--- config.mk ---
export PLATFORM = sky130hd
export DESIGN_NAME = fifo_drain_ctrl
export DESIGN_NICKNAME = d
export VERILOG_FILES = /design/src/rtl/fifo_drain_pkg.sv /design/src/rtl/drain_out_buf.sv /design/src/rtl/fifo_drain_ctrl.sv
export SDC_FILE = /design/constraint.sdc
export NUM_CORES = 1
export LEC_CHECK = 0
export BUFFER_PORTS_ARGS = -buffer_cell sky130_fd_sc_hd__buf_2
export CAP_MARGIN = 20
export CORE_MARGIN = 2
export CORE_UTILIZATION = 57
export CTS_BUF_LIST = sky130_fd_sc_hd__clkbuf_2
export CTS_CLUSTER_DIAMETER = 40
export DETAILED_ROUTE_END_ITERATION = 10
export GPL_ROUTABILITY_DRIVEN = 0
export GPL_TIMING_DRIVEN = 0
export PLACE_DENSITY = 0.82
export SYNTH_ARGS = -nofsm -noshare
export SYNTH_HDL_FRONTEND = slang
export SYNTH_HIERARCHICAL = 1
export SYNTH_SLANG_ARGS = --single-unit
--- constraint.sdc ---
create_clock -name clk -period 2.1 [get_ports clk]
set_input_delay 0.315 -clock clk [delete_from_list [all_inputs] [get_ports clk]]
set_output_delay 0.315 -clock clk [all_outputs]
set_load 0.05 [all_outputs]
--- src/rtl/fifo_drain_pkg.sv ---
// rtl/fifo_drain_pkg.sv - shared types and default parameters for the FIFO drain controller
package fifo_drain_pkg;

    typedef enum logic [1:0] {
        IDLE = 2'd0,
        REQ  = 2'd1,
        GAP  = 2'd2
    } drain_state_t;

    localparam int DATA_WIDTH_D  = 8;
    localparam int BUF_DEPTH_D   = 2;
    localparam int ACK_TIMEOUT_D = 4;
    localparam int CNT_WIDTH_D   = 16;

endpackage

--- src/rtl/drain_out_buf.sv ---
// rtl/drain_out_buf.sv - circular valid/ready output buffer fed by the drain FSM
module drain_out_buf #(
    parameter int DATA_WIDTH = 8,
    parameter int BUF_DEPTH  = 2
) (
    input  logic                  clk,
    input  logic                  rst_n,
    input  logic                  push,
    input  logic [DATA_WIDTH-1:0] push_data,
    input  logic                  ready,
    output logic                  valid,
    output logic [DATA_WIDTH-1:0] data,
    output logic                  pop,
    output logic                  full
);

    localparam int PW = $clog2(BUF_DEPTH);
    localparam int CW = $clog2(BUF_DEPTH + 1);

    logic [DATA_WIDTH-1:0] mem [BUF_DEPTH];
    logic [PW-1:0]         wr_ptr;
    logic [PW-1:0]         rd_ptr;
    logic [CW-1:0]         count;

    // Depth is a power of two, so pointers wrap naturally.
    always_ff @(posedge clk) begin
        if (!rst_n) begin
            wr_ptr <= '0;
            rd_ptr <= '0;
            count  <= '0;
            for (int i = 0; i < BUF_DEPTH; i++) begin
                mem[i] <= '0;
            end
        end else begin
            if (push) begin
                mem[wr_ptr] <= push_data;
                wr_ptr      <= wr_ptr + PW'(1);
            end
            if (pop) begin
                rd_ptr <= rd_ptr + PW'(1);
            end
            count <= count + CW'(push) - CW'(pop);
        end
    end

    assign valid = (count != '0);
    assign data  = mem[rd_ptr];
    assign pop   = valid & ready;
    assign full  = (count == CW'(BUF_DEPTH));

endmodule

--- src/rtl/fifo_drain_ctrl.sv ---
// rtl/fifo_drain_ctrl.sv - read-side master that drains the async FIFO into a valid/ready stream
module fifo_drain_ctrl
    import fifo_drain_pkg::*;
#(
    parameter int DATA_WIDTH  = DATA_WIDTH_D,
    parameter int BUF_DEPTH   = BUF_DEPTH_D,
    parameter int ACK_TIMEOUT = ACK_TIMEOUT_D,
    parameter int CNT_WIDTH   = CNT_WIDTH_D
) (
    input  logic                  clk,
    input  logic                  rst_n,
    input  logic                  enable,
    input  logic                  clr_stats,
    input  logic                  fifo_empty,
    input  logic                  fifo_rd_ack,
    input  logic                  fifo_rd_err,
    input  logic [DATA_WIDTH-1:0] fifo_dout,
    output logic                  fifo_rd,
    output logic                  m_valid,
    output logic [DATA_WIDTH-1:0] m_data,
    input  logic                  m_ready,
    output logic                  busy,
    output logic [CNT_WIDTH-1:0]  rd_count,
    output logic [CNT_WIDTH-1:0]  err_count,
    output logic [CNT_WIDTH-1:0]  tmo_count
);

    localparam int TW = (ACK_TIMEOUT > 1) ? $clog2(ACK_TIMEOUT) : 1;

    drain_state_t  state;
    drain_state_t  next_state;
    logic [TW-1:0] timer;
    logic          timer_last;
    logic          slot_free;
    logic          buf_push;
    logic          buf_pop;
    logic          buf_full;
    logic          err_inc;
    logic          tmo_inc;

    assign timer_last = (timer == TW'(ACK_TIMEOUT - 1));
    // A same-cycle pop frees a slot, so a full buffer being drained may still start a read.
    assign slot_free  = !buf_full || buf_pop;

    always_ff @(posedge clk) begin
        if (!rst_n) begin
            state   <= IDLE;
            fifo_rd <= 1'b0;
        end else begin
            state   <= next_state;
            fifo_rd <= (next_state == REQ);
        end
    end

    always_comb begin
        next_state = state;
        case (state)
            IDLE: if (enable && !fifo_empty && slot_free) next_state = REQ;
            REQ:  if (fifo_rd_ack || fifo_rd_err || timer_last) next_state = GAP;
            GAP:  next_state = IDLE;
            default: next_state = IDLE;
        endcase
    end

    always_comb begin
        buf_push = 1'b0;
        err_inc  = 1'b0;
        tmo_inc  = 1'b0;
        busy     = (state != IDLE);
        if (state == REQ) begin
            buf_push = fifo_rd_ack;
            err_inc  = !fifo_rd_ack && fifo_rd_err;
            tmo_inc  = !fifo_rd_ack && !fifo_rd_err && timer_last;
        end
    end

    always_ff @(posedge clk) begin
        if (!rst_n || state != REQ || next_state != REQ) begin
            timer <= '0;
        end else begin
            timer <= timer + TW'(1);
        end
    end

    always_ff @(posedge clk) begin
        if (!rst_n || clr_stats) begin
            rd_count  <= '0;
            err_count <= '0;
            tmo_count <= '0;
        end else begin
            if (buf_push && rd_count != '1) rd_count  <= rd_count + CNT_WIDTH'(1);
            if (err_inc && err_count != '1) err_count <= err_count + CNT_WIDTH'(1);
            if (tmo_inc && tmo_count != '1) tmo_count <= tmo_count + CNT_WIDTH'(1);
        end
    end

    drain_out_buf #(
        .DATA_WIDTH (DATA_WIDTH),
        .BUF_DEPTH  (BUF_DEPTH)
    ) u_out_buf (
        .clk       (clk),
        .rst_n     (rst_n),
        .push      (buf_push),
        .push_data (fifo_dout),
        .ready     (m_ready),
        .valid     (m_valid),
        .data      (m_data),
        .pop       (buf_pop),
        .full      (buf_full)
    );

endmodule

==> impl_results.md, run 1 <==
* Status: finished, final reports clean
* Combinational share of power at 18.6%
* WHS at 93.04 ps
* Height of the die at 84.43 um
* Worst Hold Launch: rst_n
* TritonCTS Buffers at 9
* TNS Setup at 0 ps
* Max transition margin at 44.82%
* Deepest clock path buffer count at 2
* Synth async-reset ratio at 0%
* Final setup violating endpoints at 0
* Finished Cell Area at 4370 um^2
* Vias at 3570
* Sw frac at 30.59%
* RSZ-0062 raised after global routing: true
* RR Startpoint: rd_count[0]
* Fin Clk Skew at 25.09 ps
* Required @ worst endpoint at 2570 ps
* Clk root buf: clkbuf_2
* Synth Net Count at 430
* Critical path arrival at 2450 ps
* Final Hold Vio Count at 0
* Cells after Synth at 408
* Setup WS post-layout at 118.2 ps
* Most frequent cells in the layout: buf_2, dfxtp_1, nand2_1
* Most common cell after layout, fill and taps aside: buf_2
* Max-cap viol count at 0
* Overflow after GRT at 0
* VDD IR max at 0.0007645 V
* Critical Path End Type: register
* Die width at 84.43 um
* Tcrit/Tclk final at 94.37%
* Port bufs at 74
* Row Count at 29
* Cell Area, Synth at 3687 um^2
* First-pass GRT wire length at 15460 um
* Tot GR Track Use at 26.44%
* EDFF count, synth at 16
* Synth Register Bits at 74
* Tmin final at 1982 ps
* Leakage at 1.641 nW
* Starting Density at 58.40%
* Synth warn at 6
* TritonRoute pass-1 iters at 5
* Pin count of the biggest net entering global routing at 14
* Pwr dens at 687.7 nW/um^2
* Worst-Skew Late Latency at 520 ps
* # DRC at 0
* # fillers at 534
* Clock Power Share at 30.3%
* Initial antenna violation count at 0
* Crit Path Class: reg2reg
* Critical Path Start Type: register
* Worst-path clk slew at 220 ps
* Initial drt markers at 148
* Die area at 7128 um^2
* Internal at 2.086 mW
* WL/cell at 15.43 um
* Fmax at 504.6 MHz
* Area Growth Syn to Fin at 18.53%
* Core ar. at 6314 um^2
* Post-detail-place hpwl at 6299 um
* Routed WL at 8919 um
* Vias per cell at 6.176
* Nets at 518
* Avg Inst Size Synth at 9.037 um^2
* Number of H-tree levels at 3
* Tightest Pin Transition at 820.8 ps
* Ant diodes at 0
* DRT antenna net count at 0
* Flop pwr share at 51.2%
* Crit-path max FO at 6
* Sequential area share after synthesis at 44.52%
* Ys flop type: dfxtp_1
* I/O pin total at 75
* Synth unique cells at 49
* Final Max Slew Viols at 0
* Area after DPL at 4163 um^2
* Hold crit path type: in2reg
* Clk sinks at 74
* Layout cells sized above 1 at 22.95%
* Vias in the first global route at 3404
* Pre-CTS setup slack at -105.4 ps
* Sw Pwr at 0.9194 mW
* Critical Path Source: rd_count[0]
* CTS tree: built
==> cell usage after synthesis (all sizes together), types with 3 or more instances <==
library cell / n / area, um^2
or3: 9 / 56.30
o21ai: 12 / 60.06
nor2b: 3 / 18.77
nor2: 24 / 90.09
ha: 6 / 75.07
and3: 6 / 37.54
a21oi: 30 / 150.1
nor4: 9 / 75.08
buf: 4 / 20.02
or4: 17 / 131.4
a211oi: 5 / 37.54
mux2i: 12 / 120.1
o21a: 3 / 23.77
nand2: 48 / 180.2
o31ai: 14 / 105.1
mux2: 8 / 90.09
clkbuf: 14 / 52.55
and4: 6 / 52.55
o211ai: 3 / 22.52
dfxtp: 58 / 1161
nand2b: 13 / 81.33
edfxtp: 16 / 480.5
o41ai: 4 / 35.03
inv: 10 / 37.54
nand3b: 3 / 22.52
nand4: 14 / 87.58
nand3: 21 / 105.1
nor3: 14 / 70.07
==> cells by family (layout without fill, tap and decap cells) <==
| kind of cell | after synthesis | after routing | synth area share [%] |
|---|---|---|---|
| buffers and inverters | 28 | 121 | 2.986 |
| and+or+nand+nor | 194 | 194 | 29.05 |
| AOI/OAI and AO/OA | 85 | 85 | 15.10 |
| muxes | 20 | 20 | 5.701 |
| xor gates and xnor gates | 1 | 1 | 0.6107 |
| DFF | 74 | 74 | 44.52 |
| adders and majority gates | 6 | 6 | 2.036 |
==> area by class of cell <==
cell class	instances	area [um^2]	share of cell area, %
Timing Repair Buffer	77	395.4	9.047
Clock buffer	9	45.04	1.031
Clock inverter	7	93.84	2.147
Buffer	18	76.32	1.746
Inverter	10	37.54	0.8589
Sequential cell	74	1650	37.76
Multi-Input combinational cell	306	1976	45.20
Tap cell	77	96.34	2.204
==> final timing paths <==
| kind | slack [ps] | end | depth (start not counted) |
|---|---|---|---|
| setup / recovery | 120 | rd_count[10] | 5 |
| setup reg to reg | 120 | rd_count[10] | 5 |
| hold / removal | 90 | state[1] | 3 |
| hold reg to reg | 440 | timer[0] | 1 |
==> state kept, by name, summed over array words and instances, names as in the netlist, named ones only <==
name	cells
u_out_buf/wr_ptr	1
rd_count	16
u_out_buf/rd_ptr	1
u_out_buf/mem	16
timer	2
fifo_rd	1
err_count	16
u_out_buf/count	2
tmo_count	16
state	2
==> power groups by stage <==
stage	clock network (mW)	registers, mW	logic (mW)
6_report	0.909	1.54	0.559
5_1_grt	0.987	1.55	0.604
4_1_cts	0.923	1.54	0.561
3_5_place_dp	0	1.57	0.550
3_3_place_gp	0	1.56	0.535
2_1_floorplan	0	1.57	0.425
==> routing by layer <==
metal | vias to the layer above | track usage (%) | wire length [um]
li1 | 1735 | - | -
met1 | 1691 | 32.66 | 3767
met2 | 128 | 45.53 | 4441
met3 | 16 | 5.506 | 531
met4 | 0 | 10.10 | 178
met5 | - | 0 | 0
==> per-stage QoR <==
stage | utilization [%] | total power [mW] | std cells
after floorplan | - | 1.991 | 408
after global placement | 65.93 | 2.097 | 559
after detailed placement | 65.93 | 2.116 | 559
after CTS | 68.45 | 3.021 | 576
after global routing | 69.22 | 3.136 | 578
final | 69.22 | 3.006 | 578
==> what timing repair did <==
action,in CTS,in global routing
pin swaps,0,1
hold endpoints to repair,2,0
hold buffers,1,0
setup endpoints to repair,9,32
gates resized for setup,2,9
buffers inserted,0,2
==> critical path, stage by stage, from the launching register on <==
cell and delay [ps]:
dfxtp_2 420, ha_1 220, nand2_1 140, or4_4 590, or4_1 410, a21oi_1 140
No activity file was read; power rests on OpenSTA's default activity.
==> run 2: changes to the inputs <==
--- a/config.mk
+++ b/config.mk
@@ -5,16 +5,17 @@
 export SDC_FILE = /design/constraint.sdc
 export NUM_CORES = 1
 export LEC_CHECK = 0
+export ABC_AREA = 1
 export BUFFER_PORTS_ARGS = -buffer_cell sky130_fd_sc_hd__buf_2
 export CAP_MARGIN = 20
 export CORE_MARGIN = 2
-export CORE_UTILIZATION = 57
+export CORE_UTILIZATION = 52
 export CTS_BUF_LIST = sky130_fd_sc_hd__clkbuf_2
 export CTS_CLUSTER_DIAMETER = 40
 export DETAILED_ROUTE_END_ITERATION = 10
 export GPL_ROUTABILITY_DRIVEN = 0
 export GPL_TIMING_DRIVEN = 0
-export PLACE_DENSITY = 0.82
+export PLACE_DENSITY = 0.79
 export SYNTH_ARGS = -nofsm -noshare
 export SYNTH_HDL_FRONTEND = slang
 export SYNTH_HIERARCHICAL = 1
==> constraint.sdc (replaced) <==
create_clock -name clk -period 1.6 [get_ports clk]
set_input_delay 0.24 -clock clk [delete_from_list [all_inputs] [get_ports clk]]
set_output_delay 0.24 -clock clk [all_outputs]
set_load 0.05 [all_outputs]
==> run 2 against run 1 <==
Against the previous run:
- the run now ends with setup timing left
- cell area grew 9.9%
- wire length grew 1.1%
- final cell count grew 30%
- worst setup slack lost 270 ps
- sequential share of layout area shrank 2.6 points
- clock skew shrank 12 ps
- sequential power grew 31%
- via count grew 8.1%
- largest cell class unchanged
- largest power group unchanged
- highest routed layer unchanged
==> impl_results.md, run 2 <==
* Status: finished with violations
* Failing checks: setup timing
* Layout cells sized above 1 at 25.84% (+2.9 points)
* Worst-path clk slew at 210 ps (about the same)
* Max transition margin at 69.01% (+24 points)
* Tot GR Track Use at 22.15% (-4.3 points)
* Post-synth top cells: nor2_1, nand2_1, inv_1, nand3_1, dfxtp_1
* Row Count at 31 (+6.9%)
* Ys flop type: dfxtp_1
* Nets at 671 (+30%)
* Final setup violating endpoints at 8 (+8)
* Synth top area share at 29.90% (-1.6 points)
* Required @ worst endpoint at 1360 ps (-1210 ps)
* Cell Area, Synth at 3884 um^2 (+5.3%)
* Synth warn at 6 (unchanged)
* Worst Path Buf+Inv at 2 (+2)
* Tcrit/Tclk final at 109.3%
* Placed cell count at 727 (+30%)
* WHS at 19.32 ps (-73.72 ps)
* Height of the die at 90.42 um (+7.1%)
* Vias per cell at 5.124 (-17%)
* # DRC at 0 (unchanged)
* Tmin final at 1748 ps
* Max incr delay on CP at 380 ps (-210 ps)
* Core ar. at 7253 um^2 (+15%)
* Die width at 90.42 um (+7.1%)
* Tightest Pin Transition at 464.9 ps (-355.9 ps)
* Cells after Synth at 554 (+36%)
* Vias at 3858 (+8.1%)
* Deepest clock path buffer count at 2 (unchanged)
* Flop-to-flop setup slack at 60 ps (-60 ps)
* Area Growth Syn to Fin at 23.65%
* Most common cell after layout, fill and taps aside: nor2_1
* # fillers at 654 (+22%)
* Synth Register Bits at 74 (unchanged)
* TritonCTS Buffers at 9 (unchanged)
* Ant diodes at 0 (unchanged)
* Critical Path Start Type: register
* Number of H-tree levels at 3 (unchanged)
* First-pass GRT wire length at 15110 um (-2.2%)
* Pin count of the biggest net entering global routing at 15 (+1)
* Fmax at 571.9 MHz
* Clk root buf: clkbuf_2
* Finished Cell Area at 4802 um^2 (+9.9%)
* Synth unique cells at 29 (-41%)
* Final Max Slew Viols at 0 (unchanged)
* Routed WL at 9017 um (+1.1%)
* Synth Net Count at 576 (+34%)
* Clk sinks at 74 (unchanged)
* Area after DPL at 4409 um^2 (+5.9%)
* Fin Clk Skew at 12.89 ps (-12.20 ps)
* Most frequent cells in the layout: nor2_1, nand2_1, inv_1, nand3_1, buf_2
* Critical path endpoint: m_data[4]
* Vias in the first global route at 3598 (+5.7%)
* Worst-Skew Late Latency at 530 ps (about the same)
* Overflow after GRT at 0 (unchanged)
* I/O pin total at 75 (unchanged)
* Critical path arrival at 1510 ps (-940 ps)
* CTS tree: built
* Critical Path End Type: output port
* Pwr dens at 819.6 nW/um^2 (+19%)
* Max-cap viol count at 0 (unchanged)
* DRT antenna net count at 0 (unchanged)
* RSZ-0062 raised after global routing: true
* RR Endpoint: tmo_count[10]
* Synth area leader: dfxtp_1
* Pre-CTS setup slack at -281.7 ps (-176.3 ps)
* Pwr Total at 3.936 mW (+31%)
* Starting Density at 53.54% (-4.9 points)
* TritonRoute pass-1 iters at 6 (+1)
* VDD IR max at 0.0003565 V (-53%)
* RR Startpoint: tmo_count[0]
* Delay-heaviest family, CP: flip-flops
* Synth top area cells: dfxtp_1, nor2_1, edfxtp_1
* Final Non-Filler Cells at 753 (+30%)
* Final Hold Vio Count at 0 (unchanged)
* Sequential area share after synthesis at 42.27% (-2.3 points)
* Initial drt markers at 135 (-8.8%)
* Avg Inst Size Synth at 7.010 um^2 (-22%)
* Port bufs at 74 (unchanged)
* Post-detail-place hpwl at 6509 um (+3.3%)
* R2R depth at 7 (+2)
* Crit Path Class: reg2out
* EDFF count, synth at 16 (unchanged)
* Synth async-reset ratio at 0% (unchanged)
* Most frequent cell after synthesis: nor2_1
* Crit-path max FO at 8 (+2)
* Initial antenna violation count at 0 (unchanged)
* Leakage at 2.068 nW (+26%)
* Die area at 8176 um^2 (+15%)
* WL/cell at 11.97 um (-22%)
* Slowest library cell on the worst path: dfxtp_2
* Crit. path cell count at 3 (-2)
* Hold crit path type: in2reg
* Setup WS post-layout at -148.5 ps (-266.7 ps)
* Critical Path, Cell by Cell: buf_8 > mux2_4 > buf_6
-- run 2: layout make-up --
type | instances | area, um^2 | share of cell area [%]
flip-flops and latches | 74 | 1689 | 35.17
multi-input cells | 404 | 2009 | 41.84
clock buffers | 9 | 45.04 | 0.9380
inverters | 65 | 247.7 | 5.159
plain buffers | 11 | 76.32 | 1.589
well taps | 99 | 123.9 | 2.579
clock inverters | 7 | 77.57 | 1.615
repair buffers | 84 | 533.0 | 11.10
-- run 2: worst min path at each step --
stage | start | endpoint | slack, ps | cells after the start
2_1_floorplan | fifo_empty | fifo_rd | 340 | 1
3_3_place_gp | timer[0] | timer[0] | 410 | 1
3_5_place_dp | timer[0] | timer[0] | 420 | 1
4_1_cts | rst_n | state[1] | 3 | 3
5_1_grt | fifo_dout[0] | u_out_buf/mem[0][0] | 9 | 3
6_report | fifo_dout[0] | u_out_buf/mem[0][0] | 20 | 3
-- run 2: per-layer routing --
metal  routed length [um]  track usage [%]
met1                 3920            25.28
met2                 4409            39.85
met3                  491            4.257
met5                    0                0
met4                  196            10.26
-- run 2: kinds of logic (layout without fill, tap and decap cells) --
| logic type | count (synthesis) | after routing | synth area share, % |
|---|---|---|---|
| AND/OR/NAND/NOR | 344 | 344 | 38.47 |
| buffers and inverters | 76 | 176 | 7.957 |
| flip-flops | 74 | 74 | 42.27 |
| AO/OA/AOI/OAI | 45 | 45 | 6.057 |
| multiplexers | 8 | 8 | 3.093 |
| adder cells (fa/ha/maj) | 6 | 6 | 1.933 |
| XOR/XNOR | 1 | 1 | 0.2256 |
-- run 2: repair_timing --
item / 4_1_cts / 5_1_grt
pin swaps: 0 / 4
hold endpoints to repair: 8 / 0
endpoints found under the setup margin: 36 / 73
buffers inserted: 1 / 2
hold buffers: 7 / 0
cloned: 0 / 0
resized for setup: 27 / 39
-- run 2: stage by stage --
step                      setup TNS [ps]  util (%)
after floorplan                        0         -
after global placement             -4176     60.79
after detailed placement           -4531     60.79
after CTS                          -1375     64.69
after global routing               -1846     66.21
final                              -1157     66.21
-- run 2: power by group --
| group | internal, mW | leakage, nW | total, mW | switching (mW) |
|---|---|---|---|---|
| clock network | 0.368 | 0.0612 | 1.09 | 0.726 |
| logic | 0.321 | 1.36 | 0.828 | 0.507 |
| registers | 1.97 | 0.648 | 2.01 | 0.0425 |
| total | 2.66 | 2.07 | 3.94 | 1.28 |
-- run 2: worst min-delay path: cells and delay by family --
| family | cells | cell delay (ps) |
|---|---|---|
| and+or+nand+nor | 1 | 90 |
| buffers and inverters | 2 | 120 |
